==> src/rtl/bus_pkg.sv <==
// Shared types for the bus fabric: the transaction-sequencing FSM state.
package bus_pkg;

  typedef enum logic [1:0] {
    IDLE    = 2'd0,
    ISSUE   = 2'd1,
    WAIT_RD = 2'd2
  } bus_state_t;

endpackage

==> src/rtl/bus_rr_arbiter.sv <==
// Round-robin selector: picks the first set request at or after the pointer,
// wrapping around, and returns it as a one-hot grant vector.
module bus_rr_arbiter
  import bus_pkg::*;
#(
  parameter int N     = 2,
  parameter int PTR_W = (N > 1) ? $clog2(N) : 1
) (
  input  logic [N-1:0]     req,
  input  logic [PTR_W-1:0] ptr,
  output logic [N-1:0]     gnt
);

  logic found;

  // Scan candidates in pointer order; the first requester found wins.
  always_comb begin
    gnt   = '0;
    found = 1'b0;
    for (int k = 0; k < N; k++) begin
      for (int i = 0; i < N; i++) begin
        if (!found && req[i] && (i == (int'(ptr) + k) % N)) begin
          gnt[i] = 1'b1;
          found  = 1'b1;
        end
      end
    end
  end

endmodule

==> src/rtl/bus_fabric.sv <==
// Shared-bus fabric: round-robin arbitration between masters, address-decoded
// single-outstanding access to slaves, read-response routing with timeout.
module bus_fabric
  import bus_pkg::*;
#(
  parameter int ADDR_WIDTH    = 8,
  parameter int DATA_WIDTH    = 8,
  parameter int NO_OF_MASTERS = 2,
  parameter int NO_OF_SLAVES  = 4,
  parameter int TIMEOUT       = 16
) (
  input  logic                                 clk,
  input  logic                                 rst,
  input  logic [NO_OF_MASTERS-1:0]             m_req,
  input  logic [NO_OF_MASTERS-1:0]             m_wr,
  input  logic [NO_OF_MASTERS*ADDR_WIDTH-1:0]  m_addr,
  input  logic [NO_OF_MASTERS*DATA_WIDTH-1:0]  m_wdata,
  output logic [NO_OF_MASTERS-1:0]             m_gnt,
  output logic [NO_OF_MASTERS-1:0]             m_rvalid,
  output logic [NO_OF_MASTERS-1:0]             m_err,
  output logic [DATA_WIDTH-1:0]                m_rdata,
  output logic [NO_OF_SLAVES-1:0]              s_en,
  output logic                                 s_rd,
  output logic                                 s_wr,
  output logic [ADDR_WIDTH-1:0]                s_addr,
  output logic [DATA_WIDTH-1:0]                s_wdata,
  input  logic [NO_OF_SLAVES*DATA_WIDTH-1:0]   s_rdata,
  input  logic [NO_OF_SLAVES-1:0]              s_rvalid
);

  localparam int MW    = (NO_OF_MASTERS > 1) ? $clog2(NO_OF_MASTERS) : 1;
  localparam int SEL_W = (NO_OF_SLAVES > 1) ? $clog2(NO_OF_SLAVES) : 1;
  localparam int CNT_W = 8;

  logic [ADDR_WIDTH-1:0] m_addr_arr  [NO_OF_MASTERS];
  logic [DATA_WIDTH-1:0] m_wdata_arr [NO_OF_MASTERS];
  logic [DATA_WIDTH-1:0] s_rdata_arr [NO_OF_SLAVES];

  for (genvar gi = 0; gi < NO_OF_MASTERS; gi++) begin : g_master_unpack
    assign m_addr_arr[gi]  = m_addr[gi*ADDR_WIDTH +: ADDR_WIDTH];
    assign m_wdata_arr[gi] = m_wdata[gi*DATA_WIDTH +: DATA_WIDTH];
  end
  for (genvar gi = 0; gi < NO_OF_SLAVES; gi++) begin : g_slave_unpack
    assign s_rdata_arr[gi] = s_rdata[gi*DATA_WIDTH +: DATA_WIDTH];
  end

  bus_state_t state_reg, state_next;
  logic [MW-1:0]            ptr_reg, ptr_next;
  logic [CNT_W-1:0]         cnt_reg, cnt_next;
  logic [NO_OF_MASTERS-1:0] win_reg;
  logic                     wr_reg, dec_err_reg;
  logic [SEL_W-1:0]         sel_reg;
  logic                     capture;

  logic [NO_OF_MASTERS-1:0] arb_gnt;
  logic [MW-1:0]            arb_idx;
  logic [ADDR_WIDTH-1:0]    req_addr;
  logic [DATA_WIDTH-1:0]    req_wdata;
  logic                     req_wr;
  logic [SEL_W-1:0]         req_sel;
  logic                     req_dec_err;
  logic                     sel_rvalid;
  logic [DATA_WIDTH-1:0]    sel_rdata;

  logic [NO_OF_MASTERS-1:0] m_gnt_reg, m_gnt_next, m_rvalid_reg, m_rvalid_next;
  logic [NO_OF_MASTERS-1:0] m_err_reg, m_err_next;
  logic [DATA_WIDTH-1:0]    m_rdata_reg, m_rdata_next, s_wdata_reg, s_wdata_next;
  logic [NO_OF_SLAVES-1:0]  s_en_reg, s_en_next;
  logic                     s_rd_reg, s_rd_next, s_wr_reg, s_wr_next;
  logic [ADDR_WIDTH-1:0]    s_addr_reg, s_addr_next;

  bus_rr_arbiter #(.N(NO_OF_MASTERS), .PTR_W(MW)) u_arb (
    .req (m_req),
    .ptr (ptr_reg),
    .gnt (arb_gnt)
  );

  // Pull the winning master's index and request fields out of the flat buses.
  always_comb begin
    arb_idx   = '0;
    req_addr  = '0;
    req_wdata = '0;
    req_wr    = 1'b0;
    for (int i = 0; i < NO_OF_MASTERS; i++) begin
      if (arb_gnt[i]) begin
        arb_idx   = MW'(i);
        req_addr  = m_addr_arr[i];
        req_wdata = m_wdata_arr[i];
        req_wr    = m_wr[i];
      end
    end
  end

  assign req_sel     = req_addr[ADDR_WIDTH-1 -: SEL_W];
  assign req_dec_err = (int'(req_sel) >= NO_OF_SLAVES);

  // Only the addressed slave's response is visible to the FSM.
  always_comb begin
    sel_rvalid = 1'b0;
    sel_rdata  = '0;
    for (int i = 0; i < NO_OF_SLAVES; i++) begin
      if (sel_reg == SEL_W'(i)) begin
        sel_rvalid = s_rvalid[i];
        sel_rdata  = s_rdata_arr[i];
      end
    end
  end

  // Next-state and next-output logic; every output defaults to its idle value.
  always_comb begin
    state_next    = state_reg;
    ptr_next      = ptr_reg;
    cnt_next      = cnt_reg;
    capture       = 1'b0;
    m_gnt_next    = '0;
    m_rvalid_next = '0;
    m_err_next    = '0;
    m_rdata_next  = '0;
    s_en_next     = '0;
    s_rd_next     = 1'b0;
    s_wr_next     = 1'b0;
    s_addr_next   = '0;
    s_wdata_next  = '0;
    case (state_reg)
      IDLE: begin
        if (|m_req) begin
          capture    = 1'b1;
          state_next = ISSUE;
          ptr_next   = (arb_idx == MW'(NO_OF_MASTERS - 1)) ? '0 : arb_idx + MW'(1);
          m_gnt_next = arb_gnt;
          if (req_dec_err) begin
            m_err_next = arb_gnt;
          end else begin
            for (int i = 0; i < NO_OF_SLAVES; i++) begin
              s_en_next[i] = (req_sel == SEL_W'(i));
            end
            s_rd_next    = ~req_wr;
            s_wr_next    = req_wr;
            s_addr_next  = req_addr;
            s_wdata_next = req_wdata;
          end
        end
      end
      ISSUE: begin
        if (dec_err_reg || wr_reg) begin
          state_next = IDLE;
        end else begin
          state_next = WAIT_RD;
          cnt_next   = '0;
        end
      end
      WAIT_RD: begin
        if (sel_rvalid) begin
          state_next    = IDLE;
          m_rvalid_next = win_reg;
          m_rdata_next  = sel_rdata;
        end else if (cnt_reg == CNT_W'(TIMEOUT - 1)) begin
          state_next    = IDLE;
          m_rvalid_next = win_reg;
          m_err_next    = win_reg;
        end else begin
          cnt_next = cnt_reg + CNT_W'(1);
        end
      end
      default: state_next = IDLE;
    endcase
  end

  // FSM, pointer and timeout counter registers.
  always_ff @(posedge clk) begin
    if (rst) begin
      state_reg <= IDLE;
      ptr_reg   <= '0;
      cnt_reg   <= '0;
    end else begin
      state_reg <= state_next;
      ptr_reg   <= ptr_next;
      cnt_reg   <= cnt_next;
    end
  end

  // Hold the winner's identity and decode result for the rest of the transaction.
  always_ff @(posedge clk) begin
    if (rst) begin
      win_reg     <= '0;
      wr_reg      <= 1'b0;
      sel_reg     <= '0;
      dec_err_reg <= 1'b0;
    end else if (capture) begin
      win_reg     <= arb_gnt;
      wr_reg      <= req_wr;
      sel_reg     <= req_sel;
      dec_err_reg <= req_dec_err;
    end
  end

  // Registered outputs.
  always_ff @(posedge clk) begin
    if (rst) begin
      m_gnt_reg    <= '0;
      m_rvalid_reg <= '0;
      m_err_reg    <= '0;
      m_rdata_reg  <= '0;
      s_en_reg     <= '0;
      s_rd_reg     <= 1'b0;
      s_wr_reg     <= 1'b0;
      s_addr_reg   <= '0;
      s_wdata_reg  <= '0;
    end else begin
      m_gnt_reg    <= m_gnt_next;
      m_rvalid_reg <= m_rvalid_next;
      m_err_reg    <= m_err_next;
      m_rdata_reg  <= m_rdata_next;
      s_en_reg     <= s_en_next;
      s_rd_reg     <= s_rd_next;
      s_wr_reg     <= s_wr_next;
      s_addr_reg   <= s_addr_next;
      s_wdata_reg  <= s_wdata_next;
    end
  end

  assign m_gnt    = m_gnt_reg;
  assign m_rvalid = m_rvalid_reg;
  assign m_err    = m_err_reg;
  assign m_rdata  = m_rdata_reg;
  assign s_en     = s_en_reg;
  assign s_rd     = s_rd_reg;
  assign s_wr     = s_wr_reg;
  assign s_addr   = s_addr_reg;
  assign s_wdata  = s_wdata_reg;

endmodule

==> config.mk <==
export PLATFORM = sky130hd
export DESIGN_NAME = bus_fabric
export DESIGN_NICKNAME = d
export VERILOG_FILES = /design/src/rtl/bus_pkg.sv /design/src/rtl/bus_rr_arbiter.sv /design/src/rtl/bus_fabric.sv
export SDC_FILE = /design/constraint.sdc
export NUM_CORES = 1
export LEC_CHECK = 0
export BUFFER_PORTS_ARGS = -buffer_cell sky130_fd_sc_hd__buf_2
export CAP_MARGIN = 20
export CORE_UTILIZATION = 35
export CTS_CLUSTER_DIAMETER = 40
export DETAILED_ROUTE_END_ITERATION = 16
export PLACE_DENSITY = 0.68
export RECOVER_POWER = 100
export SLEW_MARGIN = 20
export SYNTH_ARGS = -nofsm -noshare
export SYNTH_HDL_FRONTEND = slang
export SYNTH_SLANG_ARGS = --single-unit
==> constraint.sdc <==
create_clock -name clk -period 1.9 [get_ports clk]
set_input_delay 0.38 -clock clk [delete_from_list [all_inputs] [get_ports clk]]
set_output_delay 0.38 -clock clk [all_outputs]
set_load 0.1 [all_outputs]
==> metrics.yaml, run 1 <==
floorplan:
  start_util: 0.3731
  die_h_um: 76.73
  io_pins: 110
  chipWidth_um: 76.73
  num_rows: 26
  core_um2: 5238
  die-area_um2: 5887
global_route:
  grt_pass1_vias: 1735
  grt-ovfl-total: 0
  grtUsageTotal: 0.1601
  grt_pass1_wl_um: 7383
  antenna_found_initial: 0
  grt_max_degree: 18
clock_tree:
  cts_buffer_depth: 2
  clk_pin_slew_ps: 90
  cts_setup_buffers: 0
  clk_latency_ps: 300
  cts_tree: "done"
  root_buffer: "clkbuf_8"
  cts-resized-gates: 0
  clock-sinks: 52
  cts_max_level: 2
  ctsHoldBuffers: 0
  numCtsBuffers: 5
yosys:
  synth_edf_count: 0
  synth.most_common_cell: "dfxtp_1"
  post_synth.cell_area_avg_um2: 11.50
  yosysWarnings: 0
  synthTopCellsByArea: "dfxtp_1 (53%), mux4_1 (11%), a22o_1 (6.3%)"
  ys_seq_area_frac: 0.5327
  yosys.area.top_type: "dfxtp_1"
  synthTopCellsByCount: "dfxtp_1 (52), a22o_1 (14), nor2_1 (14)"
  ys_async_sr_fraction: 0
  synthDominantCellAreaShare: 0.5327
  synth-seq-cells: 52
  synth_cells: 170
  synth_flop_cell: "dfxtp_1"
  synth_nets: 245
  syn_area_um2: 1954
  yosysUniqueCellTypes: 39
final_layout:
  postLayoutCoreUtil: 0.5282
  drive_above_1_share: 0.4444
  fillers: 485
  area_growth_pct: 41.55
  stdcell_area_um2: 2766
  insertedDiodeCount: 0
  nets: 362
timing:
  tightest_slew_ps: 557.9
  rsz0062_at_grt: "no"
  period_share: 0.9536
  final-hold-violation-count: 0
  setup_ws_ps: 88.16
  report.final.slew_viol_count: 0
  skew_ps: 5.498
  fmaxAchievable_mhz: 551.9
  slew_headroom: 0.6297
  hold_ws_ps: 276.7
  fin_crit_ps: 1812
  tns_ps: 0
  setup_viol: 0
worst_setup_path:
  crit_fanout: 5
  startpoint: "sel_reg[0]"
  required_ps: 2140
  rr_worst_depth: 4
  cp.arrival_ps: 2050
  path_class: "flip-flop to flip-flop"
  crit_path_end_kind: "flip-flop"
  critical-path-max-stage-delay_ps: 560
  crit_path_end: "cnt_reg[3]"
  r2r_slack_ps: 90
  r2r-start: "sel_reg[0]"
  crit_chain: "mux4_2 > a211o_1 > or3_1 > a21oi_1"
  crit_slowest_cell: "mux4_2"
  cp-start-kind: "flip-flop"
  r2r-end: "cnt_reg[3]"
hold_path:
  hold_path_class: "input pin to flip-flop"
power:
  pwr_density_cell_nw_per_um2: 946.3
  p_leak_uw: 0.001339
  max-vdd-ir-drop_mv: 0.4374
routing:
  drt_pass1_iterations: 4
  routed-via-count: 1788
  drc: 0
  postRouteAntennaNets: 0
  dr.first_iter.drc_count: 68
  wl_um: 4651
  avgViaCountPerCell: 4.994
  avgRoutedWirePerCell_um: 12.99
status:
  outcome: "finished clean"
run:
  drv_cap: 0
place:
  gp_congestion: 0.8044
  place_ws_ps: 23.62
  portBuffers: 109
  place_area_um2: 2636
  hpwl_um: 3656
==> cells by family after synthesis <==
group	share of synthesized area
DFF	0.5327
muxes	0.1191
AOI/OAI and AO/OA	0.1351
buffers and inverters	0.03392
and+or+nand+nor	0.1594
adders and majority gates	0.006401
xor gates and xnor gates	0.01345
==> layer usage <==
metal	vias to the layer above	global-route usage	wire length (um)
met4	0	0.06154	64
met2	94	0.2866	2363
li1	867	-	-
met1	820	0.1769	1891
met3	7	0.04643	332
met5	-	0	0
==> power breakdown <==
| part | total (uW) | internal, uW | switching [uW] |
|---|---|---|---|
| Combinational | 564 | 177 | 387 |
| Sequential | 1160 | 1140 | 21.3 |
| Clock | 893 | 530 | 363 |
==> cell usage in the layout, fill, tap and decap left out, types with 2 or more instances in the layout <==
master     count
nor3_1         4
a32oi_1        3
buf_4          5
o21ai_0        3
nor4_1         3
bufinv_16      2
nand3_1        4
clkbuf_8       5
and3_1        11
dfxtp_1       52
mux4_1         8
clkbuf_2      37
or3_1          2
nand2_1        8
a21o_1         4
nor2_1        14
xnor2_1        3
or4_1          2
clkbuf_1       3
and2_0         2
nand2b_1       2
a21oi_1        4
buf_12         2
buf_2         73
a22o_1        14
inv_1          2
==> critical path: cells and delay by family (launching register included) <==
family           cells  cell delay [ps]
multiplexers         1              560
AO/OA/AOI/OAI        2              440
AND/OR/NAND/NOR      1              350
flip-flops           1              390
==> how the worst min path moves through the flow <==
stage | startpoint | end | cells after the start
after floorplan | win_reg[0] | win_reg[0] | 1
after global placement | win_reg[1] | win_reg[1] | 1
after detailed placement | win_reg[1] | win_reg[1] | 1
after CTS | m_addr[8] | s_addr[0] | 2
after global routing | m_addr[9] | s_addr[1] | 2
final | m_addr[13] | s_addr[5] | 2
==> stage by stage <==
step | power (uW) | instances
4_1_cts | 2647 | 358
2_1_floorplan | 1590 | 170
6_report | 2618 | 358
3_3_place_gp | 1745 | 350
3_5_place_dp | 1756 | 350
5_1_grt | 2731 | 358
==> final cells by class <==
class	instances	area, um2	share of cell area
Inverter	2	7.507	0.002714
Sequential cell	52	1041	0.3763
Timing Repair Buffer	120	639.4	0.2311
Clock buffer	5	68.82	0.02488
Multi-Input combinational cell	106	853.3	0.3085
Clock inverter	3	68.82	0.02488
Tap cell	70	87.58	0.03166
(Power assumes the default switching activity.)
==> run 2, diff against run 1 <==
--- a/config.mk
+++ b/config.mk
@@ -11,7 +11,7 @@
 export CTS_CLUSTER_DIAMETER = 40
 export DETAILED_ROUTE_END_ITERATION = 16
 export PLACE_DENSITY = 0.68
-export RECOVER_POWER = 100
+export RECOVER_POWER = 25
 export SLEW_MARGIN = 20
 export SYNTH_ARGS = -nofsm -noshare
 export SYNTH_HDL_FRONTEND = slang
==> run 2 against run 1 <==
Effect of this change:
- setup slack gained 1.8 ps
- design area is essentially flat
- non-clock buffer count is the same
- die area is the same
- critical path depth is the same
- critical path type unchanged
- power is essentially flat
==> metrics.yaml, run 2 (synthesis results as in run 1) <==
routing:
  routed-via-count: 1784  # was 1788
  postRouteAntennaNets: 0  # unchanged
  drc: 0  # unchanged
  drt_pass1_iterations: 4  # unchanged
  dr.first_iter.drc_count: 63  # was 68
  avgRoutedWirePerCell_um: 12.98  # was 12.99 um
  avgViaCountPerCell: 4.983  # was 4.994
  wl_um: 4648  # was 4651 um
clock_tree:
  root_buffer: "clkbuf_8"  # unchanged
  numCtsBuffers: 5  # unchanged
  clock-sinks: 52  # unchanged
  cts_max_level: 2  # unchanged
  clk_latency_ps: 300  # about the same
  cts_buffer_depth: 2  # unchanged
  cts_setup_buffers: 0  # unchanged
  cts_tree: "done"  # unchanged
  clk_pin_slew_ps: 90  # about the same
floorplan:
  num_rows: 26  # unchanged
  io_pins: 110  # unchanged
  start_util: 0.3731  # unchanged
  die-area_um2: 5887  # unchanged
  die_h_um: 76.73  # unchanged
  core_um2: 5238  # unchanged
  chipWidth_um: 76.73  # unchanged
timing:
  tns_ps: 0  # unchanged
  setup_viol: 0  # unchanged
  rsz0062_at_grt: "no"  # unchanged
  tightest_slew_ps: 545.2  # was 557.9 ps
  final-hold-violation-count: 0  # unchanged
  period_share: 0.9527  # was 0.9536
  skew_ps: 5.637  # was 5.498 ps
  hold_ws_ps: 277.0  # was 276.7 ps
  slew_headroom: 0.6381  # was 0.6297
  fin_crit_ps: 1810  # was 1812 ps
  fmaxAchievable_mhz: 552.5  # was 551.9 MHz
  report.final.slew_viol_count: 0  # unchanged
worst_setup_path:
  cp_num_buf_inv: 0  # unchanged
  crit_path_end_kind: "flip-flop"  # unchanged
  required_ps: 2140  # about the same
  crit_slowest_cell: "mux4_2"  # unchanged
  crit_family: "multiplexers"  # unchanged
  crit_chain: "mux4_2 > a211o_1 > or3_1 > a21oi_1"  # unchanged
  crit_fanout: 5  # unchanged
  critical-path-max-stage-delay_ps: 560  # about the same
  cp.arrival_ps: 2050  # about the same
  cp-start-kind: "flip-flop"  # unchanged
  path_class: "flip-flop to flip-flop"  # unchanged
run:
  drv_cap: 0  # unchanged
final_layout:
  layout_common_cells: "buf_2 (98), dfxtp_1 (52), nor2_1 (14), a22o_1 (14)"  # was buf_2 (73), dfxtp_1 (52), clkbuf_2 (37)
  nets: 362  # unchanged
  area_growth_pct: 41.68  # was 41.55%
  drive_above_1_share: 0.4444  # unchanged
  insertedDiodeCount: 0  # unchanged
  layout_commonest_cell: "buf_2"  # unchanged
  stdcell_area_um2: 2769  # was 2766 um2
global_route:
  grt_pass1_vias: 1735  # unchanged
  grt_pass1_wl_um: 7383  # unchanged
  grtUsageTotal: 0.1601  # unchanged
  grt-ovfl-total: 0  # unchanged
  grt_max_degree: 18  # unchanged
  antenna_found_initial: 0  # unchanged
power:
  pwr_density_cell_nw_per_um2: 945.6  # was 946.3 nW/um2
  finalPower_uw: 2618  # about the same
  p_leak_uw: 0.001362  # was 0.001339 uW
  max-vdd-ir-drop_mv: 0.4372  # was 0.4374 mV
place:
  gp_congestion: 0.8044  # unchanged
  portBuffers: 109  # unchanged
  place_area_um2: 2636  # unchanged
  hpwl_um: 3656  # unchanged
hold_path:
  hold_path_class: "input pin to flip-flop"  # unchanged
status:
  outcome: "finished clean"  # unchanged
[run 2: what timing repair did]
item / CTS / global route
setup endpoints to repair: 0 / 1
hold buffers: 0 / 0
resized for setup: 0 / 1
endpoints found under the hold margin: 0 / 0
[run 2: final timing paths]
check | from | end | slack, ps | cells past startpoint
worst max-delay path | sel_reg[0] | cnt_reg[3] | 90 | 4
worst max register to register | sel_reg[0] | cnt_reg[3] | 90 | 4
worst min register to register | win_reg[1] | win_reg[1] | 470 | 1
worst min-delay path | m_addr[13] | s_addr[5] | 280 | 2
[run 2: cell type report]
class	count	area (um2)
Inverter	2	7.507
Tap cell	70	87.58
Clock inverter	3	68.82
Clock buffer	5	68.82
Sequential cell	52	1041
Multi-Input combinational cell	106	853.3
Timing Repair Buffer	120	641.9
Fill cell	484	2469
[run 2: worst reg2reg max path, stage by stage (launching register included)]
cell     delay (ps)
dfxtp_1         390
mux4_2          560
a211o_1         300
or3_1           350
a21oi_1         140
[run 2: power by group]
part,total [uW],switching (uW),internal (uW)
logic,567,387,179
clock network,891,362,530
registers,1160,20.3,1140
total,2620,769,1850
[run 2: per-stage QoR]
stage,worst slack (ps),util,cells
finish,89.93,0.5287,358
global route,4.832,0.5287,358
CTS,94.87,0.5296,358
detailed placement,23.62,0.5033,350
global placement,100.5,0.5033,350
floorplan,3.539,-,170
[run 2: routing by layer]
metal  share of wire  vias up  wire, um  global-route usage
li1                -      865         -                   -
met1            0.40      822      1879              0.1769
met2            0.51       90      2382              0.2866
met3           0.069        7       321             0.04643
met4           0.014        0        64             0.06154
met5               0        -         0                   0
==> run 3, diff against run 2 <==
--- a/config.mk
+++ b/config.mk
@@ -7,10 +7,10 @@
 export LEC_CHECK = 0
 export BUFFER_PORTS_ARGS = -buffer_cell sky130_fd_sc_hd__buf_2
 export CAP_MARGIN = 20
-export CORE_UTILIZATION = 35
+export CORE_UTILIZATION = 39
 export CTS_CLUSTER_DIAMETER = 40
 export DETAILED_ROUTE_END_ITERATION = 16
-export PLACE_DENSITY = 0.68
+export PLACE_DENSITY = 0.75
 export RECOVER_POWER = 25
 export SLEW_MARGIN = 20
 export SYNTH_ARGS = -nofsm -noshare
==> run 3 against run 2 <==
Effect of this change:
- combinational power is 2% lower
- routed wire length is 4.2% lower
- sequential power barely moved
- power decreased by 10%
- clock power down 28%
- first-iteration DRC count down 9.5%
- highest routed layer unchanged
- setup slack better by 45 ps
- global-route usage grew 1.9 points
- non-clock buffer count down 1
==> metrics.yaml, run 3 (synthesis results as in run 1) <==
status:
  outcome: "finished clean"  # unchanged
floorplan:
  core_um2: 4786  # was 5238 um2
  chipWidth_um: 72.79  # was 76.73 um
  start_util: 0.4084  # was 0.3731
  die_h_um: 72.79  # was 76.73 um
  die-area_um2: 5298  # was 5887 um2
  io_pins: 110  # unchanged
  num_rows: 25  # was 26
final_layout:
  drive_above_1_share: 0.4425  # was 0.4444
  layout_commonest_cell: "buf_2"  # unchanged
  nets: 361  # was 362
  regArea_um2: 1041  # unchanged
  multi_input_area_um2: 853.3  # unchanged
  layout_common_cells: "buf_2 (102), dfxtp_1 (52), nor2_1 (14), a22o_1 (14), and3_1 (11)"  # was buf_2 (98), dfxtp_1 (52), nor2_1 (14), a22o_1 (14)
  fillers: 433  # was 484
  insertedDiodeCount: 0  # unchanged
  area_growth_pct: 38.41  # was 41.68%
power:
  p_sw_uw: 747.0  # was 769.3 uW
  max-vdd-ir-drop_mv: 0.4397  # was 0.4372 mV
  p_leak_uw: 0.001339  # was 0.001362 uW
  power_frac_comb: 0.236  # was 0.217
  p_int_uw: 1609  # was 1849 uW
  pwr_density_cell_nw_per_um2: 871.1  # was 945.6 nW/um2
  p_seq_frac: 0.491  # was 0.443
  p_sw_frac: 0.3170  # was 0.2938
  power_frac_clock: 0.273  # was 0.340
clock_tree:
  clk_pin_slew_ps: 90  # about the same
  root_buffer: "clkbuf_8"  # unchanged
  clock-sinks: 52  # unchanged
  cts_tree: "done"  # unchanged
  numCtsBuffers: 5  # unchanged
  cts_max_level: 2  # unchanged
  clk_latency_ps: 300  # about the same
  cts_setup_buffers: 0  # unchanged
  cts_buffer_depth: 2  # unchanged
place:
  portBuffers: 109  # unchanged
  hpwl_um: 3443  # was 3656 um
  gp_congestion: 0.8107  # was 0.8044
  place_ws_ps: 69.98  # was 23.62 ps
timing:
  rsz0062_at_grt: "no"  # unchanged
  period_share: 0.9291  # was 0.9527
  slew_headroom: 0.6401  # was 0.6381
  report.final.slew_viol_count: 0  # unchanged
  fmaxAchievable_mhz: 566.5  # was 552.5 MHz
  fin_crit_ps: 1765  # was 1810 ps
  tightest_slew_ps: 542.2  # was 545.2 ps
  setup_ws_ps: 134.8  # was 89.93 ps
  final-hold-violation-count: 0  # unchanged
  tns_ps: 0  # unchanged
  setup_viol: 0  # unchanged
  skew_ps: 2.347  # was 5.637 ps
worst_setup_path:
  cp-start-kind: "flip-flop"  # unchanged
  crit_family: "multiplexers"  # unchanged
  r2r-start: "sel_reg[0]"  # unchanged
  path_class: "flip-flop to flip-flop"  # unchanged
  required_ps: 2090  # was 2140 ps
  cp_num_buf_inv: 1  # was 0
  crit_slowest_cell: "mux4_2"  # unchanged
  rr_worst_depth: 5  # was 4
  crit_path_end_kind: "flip-flop"  # unchanged
  crit_fanout: 14  # was 5
  crit_chain: "mux4_2 > buf_4 > nor4_1 > xnor2_1 > nor2_1"  # was mux4_2 > a211o_1 > or3_1 > a21oi_1
  critical-path-max-stage-delay_ps: 510  # was 560 ps
  cp.arrival_ps: 1960  # was 2050 ps
  r2r-end: "cnt_reg[7]"  # was cnt_reg[3]
  crit_path_end: "cnt_reg[7]"  # was cnt_reg[3]
  cp.depth: 5  # was 4
  startpoint: "sel_reg[0]"  # unchanged
  r2r_slack_ps: 130  # was 90 ps
global_route:
  grt-ovfl-total: 0  # unchanged
  antenna_found_initial: 0  # unchanged
  grt_pass1_wl_um: 7251  # was 7383 um
  grt_max_degree: 17  # was 18
  grtUsageTotal: 0.1791  # was 0.1601
  grt_pass1_vias: 1662  # was 1735
routing:
  routed-via-count: 1744  # was 1784
  wl_um: 4451  # was 4648 um
  dr.first_iter.drc_count: 57  # was 63
  avgRoutedWirePerCell_um: 12.57  # was 12.98 um
  postRouteAntennaNets: 0  # unchanged
  avgViaCountPerCell: 4.927  # was 4.983
  drc: 0  # unchanged
  drt_pass1_iterations: 4  # unchanged
run:
  drv_cap: 0  # unchanged
hold_path:
  hold_path_class: "input pin to flip-flop"  # unchanged
[run 3: cell count changes in the layout (fill, tap and decap cells not counted)]
| cell | before | now |
|---|---|---|
| clkinvlp_4 | 0 | 1 |
| inv_6 | 1 | 0 |
| clkbuf_2 | 11 | 7 |
| clkbuf_8 | 5 | 6 |
| buf_12 | 2 | 1 |
| buf_4 | 6 | 7 |
| buf_2 | 98 | 102 |
| bufinv_16 | 2 | 0 |
[run 3: layout make-up]
class | count | share of cell area
flip-flops and latches | 52 | 0.3848
well taps | 67 | 0.03099
inverters | 2 | 0.002775
multi-input cells | 106 | 0.3154
clock buffers | 7 | 0.03191
clock inverters | 1 | 0.002775
repair buffers | 119 | 0.2313
[run 3: power by group through the flow]
stage	sequential, uW	clock (uW)	combinational [uW]
after floorplan	1440	0	154
after global placement	1180	0	555
after detailed placement	1180	0	561
after CTS	1160	670	562
after global routing	1160	725	588
final	1160	643	556
[run 3: what timing repair did]
item | in CTS | in global routing
resized for setup | 0 | 1
endpoints found under the setup margin | 0 | 1
hold buffers | 0 | 0
[run 3: metrics by stage]
stage | cell area [um2] | power [uW] | hold slack [ps] | util | instances
final | 2705 | 2356 | 283.4 | 0.5652 | 354
after global routing | 2705 | 2477 | 263.6 | 0.5652 | 354
after CTS | 2706 | 2390 | 274.0 | 0.5655 | 354
after detailed placement | 2613 | 1743 | 449.4 | 0.5459 | 346
after global placement | 2613 | 1737 | 436.5 | 0.5459 | 346
after floorplan | 1954 | 1590 | 425.9 | - | 170
[run 3: per-layer routing]
layer  share of wire  vias to the layer above  global-route usage
li1                -                      868                   -
met1            0.41                      783              0.2026
met2            0.49                       82              0.3053
met3           0.074                       11             0.05387
met4           0.025                        0             0.09150
met5               0                        -                   0
[run 3: how the worst min path moves through the flow]
| stage | start | to | slack [ps] | depth (start not counted) |
|---|---|---|---|---|
| floorplan | win_reg[0] | win_reg[0] | 430 | 1 |
| global placement | win_reg[0] | win_reg[0] | 440 | 1 |
| detailed placement | win_reg[0] | win_reg[0] | 450 | 1 |
| CTS | m_addr[8] | s_addr[0] | 270 | 2 |
| global route | m_addr[8] | s_addr[0] | 260 | 2 |
| finish | m_addr[11] | s_addr[3] | 280 | 2 |
